## src/rtl/kbd_move_decoder.sv

```systemverilog
// PS/2 set-2 scan-code decoder producing held-key levels for the host/guest movement controllers.
// Optional prefix-sequence timeout is compiled in when KBD_TIMEOUT_EN is defined.
module kbd_move_decoder #(
   parameter int unsigned TIMEOUT_CYCLES = 3_250_000
) (
   input  logic       clk,
   input  logic       rst,
   input  logic [7:0] rx_data,
   input  logic       rx_valid,
   input  logic       flush,
   output logic       host_left,
   output logic       host_right,
   output logic       host_jump,
   output logic       guest_left,
   output logic       guest_right,
   output logic       guest_jump,
   output logic       game_reset,
   output logic       seq_err
);

   typedef enum logic [1:0] {IDLE, BRK, EXT, EXT_BRK} state_t;

   state_t     state, state_nxt;
   logic [6:0] keys, keys_nxt;
   logic       err_nxt;

   // Counter is 22 bits wide, so the timeout must fit in it.
   if (TIMEOUT_CYCLES < 1 || TIMEOUT_CYCLES > 32'd4194304) begin : g_bad_timeout
      $error("TIMEOUT_CYCLES must be in 1..2**22");
   end

   // Key bit order: {enter, W, D, A, up, right, left}
   function automatic logic [6:0] plain_mask(input logic [7:0] b);
      case (b)
         8'h1C:   plain_mask = 7'b000_1000;
         8'h23:   plain_mask = 7'b001_0000;
         8'h1D:   plain_mask = 7'b010_0000;
         8'h5A:   plain_mask = 7'b100_0000;
         default: plain_mask = '0;
      endcase
   endfunction

   function automatic logic [6:0] ext_mask(input logic [7:0] b);
      case (b)
         8'h6B:   ext_mask = 7'b000_0001;
         8'h74:   ext_mask = 7'b000_0010;
         8'h75:   ext_mask = 7'b000_0100;
         default: ext_mask = '0;
      endcase
   endfunction

`ifdef KBD_TIMEOUT_EN
   localparam logic [21:0] CNT_MAX = 22'(TIMEOUT_CYCLES - 1);
   logic [21:0] cnt, cnt_nxt;
`endif

   always_comb begin
      state_nxt = state;
      keys_nxt  = keys;
      err_nxt   = 1'b0;
      if (flush) begin
         state_nxt = IDLE;
         keys_nxt  = '0;
      end else if (rx_valid) begin
         case (state)
            IDLE: begin
               if (rx_data == 8'hE0)      state_nxt = EXT;
               else if (rx_data == 8'hF0) state_nxt = BRK;
               else                       keys_nxt  = keys | plain_mask(rx_data);
            end
            EXT: begin
               if (rx_data == 8'hF0) state_nxt = EXT_BRK;
               else if (rx_data != 8'hE0) begin
                  keys_nxt  = keys | ext_mask(rx_data);
                  state_nxt = IDLE;
               end
            end
            BRK: begin
               if (rx_data == 8'hE0) begin
                  state_nxt = EXT;
                  err_nxt   = 1'b1;
               end else if (rx_data != 8'hF0) begin
                  keys_nxt  = keys & ~plain_mask(rx_data);
                  state_nxt = IDLE;
               end
            end
            default: begin
               state_nxt = IDLE;
               if (rx_data == 8'hE0 || rx_data == 8'hF0) err_nxt  = 1'b1;
               else                                      keys_nxt = keys & ~ext_mask(rx_data);
            end
         endcase
      end
`ifdef KBD_TIMEOUT_EN
      else if (state != IDLE && cnt == CNT_MAX) begin
         state_nxt = IDLE;
         err_nxt   = 1'b1;
      end
`endif
   end

`ifdef KBD_TIMEOUT_EN
   always_comb begin
      cnt_nxt = cnt;
      if (flush || rx_valid || state == IDLE) cnt_nxt = '0;
      else if (cnt != CNT_MAX)               cnt_nxt = cnt + 22'd1;
   end

   always_ff @(posedge clk) begin
      if (rst) cnt <= '0;
      else     cnt <= cnt_nxt;
   end
`endif

   always_ff @(posedge clk) begin
      if (rst) begin
         state   <= IDLE;
         keys    <= '0;
         seq_err <= 1'b0;
      end else begin
         state   <= state_nxt;
         keys    <= keys_nxt;
         seq_err <= err_nxt;
      end
   end

   assign {game_reset, guest_jump, guest_right, guest_left, host_jump, host_right, host_left} = keys;

endmodule
```

## config.mk

```make
export PLATFORM = sky130hd
export DESIGN_NAME = kbd_move_decoder
export DESIGN_NICKNAME = d
export VERILOG_FILES = /design/src/rtl/kbd_move_decoder.sv
export SDC_FILE = /design/constraint.sdc
export NUM_CORES = 1
export LEC_CHECK = 0
export ABC_CLOCK_PERIOD_IN_PS = 1500
export BUFFER_PORTS_ARGS = -buffer_cell sky130_fd_sc_hd__buf_2
export CAP_MARGIN = 10
export CELL_PAD_IN_SITES_DETAIL_PLACEMENT = 1
export CELL_PAD_IN_SITES_GLOBAL_PLACEMENT = 1
export CORE_MARGIN = 2
export CORE_UTILIZATION = 35
export CTS_CLUSTER_DIAMETER = 40
export DETAILED_ROUTE_END_ITERATION = 6
export PLACE_DENSITY = 0.77
export SLEW_MARGIN = 20
export SYNTH_ARGS = -nofsm -noshare
export SYNTH_HDL_FRONTEND = slang
export SYNTH_SLANG_ARGS = --single-unit
```

## constraint.sdc

```tcl
create_clock -name clk -period 1.5 [get_ports clk]
set_clock_uncertainty 0.2 [all_clocks]
set_input_delay 0.3 -clock clk [delete_from_list [all_inputs] [get_ports clk]]
set_output_delay 0.3 -clock clk [all_outputs]
set_load 0.1 [all_outputs]
```

==> reports/results.tsv <==
metric	value	unit
critPathLaunchType	flip-flop	
end_kind	flip-flop	
maxCapViolations	0	
p_clk_frac	0.351	
h-tree-depth	1	
slowest_delay	0.52	ns
ioPinCount	20	
antenna_found_initial	0	
cts_buffers	3	
crit_path_max_fanout	9	
tightest_slew	0.3889	ns
synthAdderAreaFrac	0	
yosysTopAreaCell	dfxtp_1	
n_fill_cell	176	
grt-ovfl-total	0	
seq_area_frac_synth	0.3368	
die_area	2043	um2
ys_seq_elements	10	
p_int	0.0003848	W
cellLeakagePower	0.3212	nW
track_usage	0.1924	
min_path_cells	3	
antenna_cells	0	
port_buffers	19	
path_buf_inv	0	
postCtsSetupBuffers	0	
crit_top_cell	and4_1	
nets	97	
cts_resized	0	
layout_commonest_cell	buf_2	
routed_wl	1699	um
outcome	finished clean	
synth-simple-area-share	0.5158	
synth_top_family_by_area	simple AND/OR/NAND/NOR gates	
synth_xor_area_frac	0	
rsz0062_at_grt	no	
path_depth	3	
grt_max_degree	10	
fin_ws	0.05703	ns
finalSetupViolations	0	
clk_latency	0.25	ns
drc	0	
drv_slew	0	
final_cell_mix	11 x buf_2, 10 x dfxtp_1, 8 x buf_12, 7 x nand2_1, 5 x mux2i_1	
p_comb_frac	0.131	
hold_buffers	0	
timing.final.crit_share	0.9620	
drive_above_1_share	0.3373	
ant_nets	0	
synth_area_leaders	dfxtp_1 34%, mux2i_1 8.4%, nand2_1 4.4%	
gp_congestion	0.7791	
p_switching	0.0001281	W
synth_area_per_cell	9.743	um2
fin_total_pwr	0.0005129	W
critPathArrivalTime	1.38	ns
syn_inst	61	
drtIter0Drc	4	
relSlewSlack	0.7401	
syn_to_final_growth	43.37	%
hold_violations	0	
ff2ff_path_depth	3	
path_clk_slew	0.06	ns
vias	578	
path_cells	and4_1, and4_1, nor3_2	
hp-class	input pin to flip-flop	
cts_buffer_depth	2	
first_pass_iters	4	
grt_pass1_vias	586	
place_hpwl	1338	um
fmax	693.0	MHz
vias_per_cell	5.838	
initial_core_util	0.3856	
layout_min_cycle_time	1.443	ns
yosysWarningCount	0	
worstSetupPathType	flip-flop to flip-flop	
fp.dieH	45.21	um
clock-root-buffer	clkbuf_4	
grt_pass1_wl	2766	um
power.density	602.0	nW/um2
syn-num-nets	73	
required	1.43	ns
yosys.area.top_type_share	0.3368	
synth_mux_area_frac	0.08421	
syn-cell-area	594.3	um2
synth.distinct_cells	27	
wl_per_cell	17.16	um
rows	14	
cts.sinks	10	
core	1541	um2
cts_tree	built	
cpMaxStageDelayCell	dfxtp_1	
fp.dieW	45.21	um
dp_slack	0.01765	ns
crit_family	simple AND/OR/NAND/NOR gates	
synth-compound-area-share	0.06316	
vdd_ir_drop_max	0.0003864	V
setup_tns	0	ns
sw_frac_of_total	0.2498	
power_frac_seq	0.518	
-- path summary, 6_finish.rpt --
path / start / end / slack [ns]
setup / recovery: state[1] / keys[1] / 0.06
hold / removal: rx_valid / seq_err / 0.17
setup reg to reg: state[1] / keys[1] / 0.06
hold reg to reg: keys[5] / keys[5] / 0.30
-- per-stage QoR --
stage / util / instances / cell area [um2] / hold slack (ns)
global placement: 0.5381 / 96 / 829.5 / 0.2878
floorplan: - / 61 / 594.3 / 0.2443
global route: 0.5528 / 99 / 852.1 / 0.1862
finish: 0.5528 / 99 / 852.1 / 0.1728
CTS: 0.5528 / 99 / 852.1 / 0.1749
detailed placement: 0.5381 / 96 / 829.5 / 0.2958
-- cell type report --
type	count	area, um2	area share
flip-flops and latches	10	200.2	0.2349
clock buffers	3	22.52	0.02643
multi-input cells	51	394.1	0.4626
well taps	16	20.02	0.02349
repair buffers	19	215.2	0.2526
-- power by group through the flow --
stage | clock (W) | sequential (W) | combinational (W)
6_report | 0.000180 | 0.000266 | 0.0000674
3_3_place_gp | 0 | 0.000272 | 0.0000637
4_1_cts | 0.000186 | 0.000266 | 0.0000672
5_1_grt | 0.000201 | 0.000266 | 0.0000727
2_1_floorplan | 0 | 0.000272 | 0.0000286
3_5_place_dp | 0 | 0.000272 | 0.0000664
-- sequential cells by signal, indices dropped and copies added, names as in the netlist --
register / cells
keys: 7
state: 2
seq_err: 1
-- worst register-to-register path: cells and delay by family, from the launching register on --
family | cells | cell delay [ns]
and+or+nand+nor | 3 | 0.61
DFF | 1 | 0.52
-- logic make-up after synthesis --
kind of cell       count (synthesis)
muxes                              5
DFF                               10
and+or+nand+nor                   40
AOI/OAI and AO/OA                  6
-- routing by layer --
| layer | global-route usage | part of all wire | up-vias |
|---|---|---|---|
| met5 | 0 | 0 | - |
| met4 | 0.03529 | 0 | 0 |
| met3 | 0.06000 | 0.043 | 0 |
| met2 | 0.3486 | 0.53 | 17 |
| met1 | 0.2214 | 0.42 | 281 |
| li1 | - | - | 280 |
-- synth_stat cells --
master and n:
a21boi_0 1, a21oi_1 2, a31oi_1 2, and3b_1 1, and4_1 3, and4b_1 1
and4bb_1 2, dfxtp_1 10, mux2i_1 5, nand2_1 7, nand2b_1 3, nand3_1 3
nand3b_1 3, nand4_1 1, nand4bb_1 1, nor2_1 2, nor2b_1 2, nor3_1 1
nor3_2 2, nor3b_1 1, nor4_2 2, nor4b_2 1, nor4b_4 1, o211ai_1 1
or2_0 1, or2b_1 1, or3_1 1
Power figures use the tool's default switching activity.
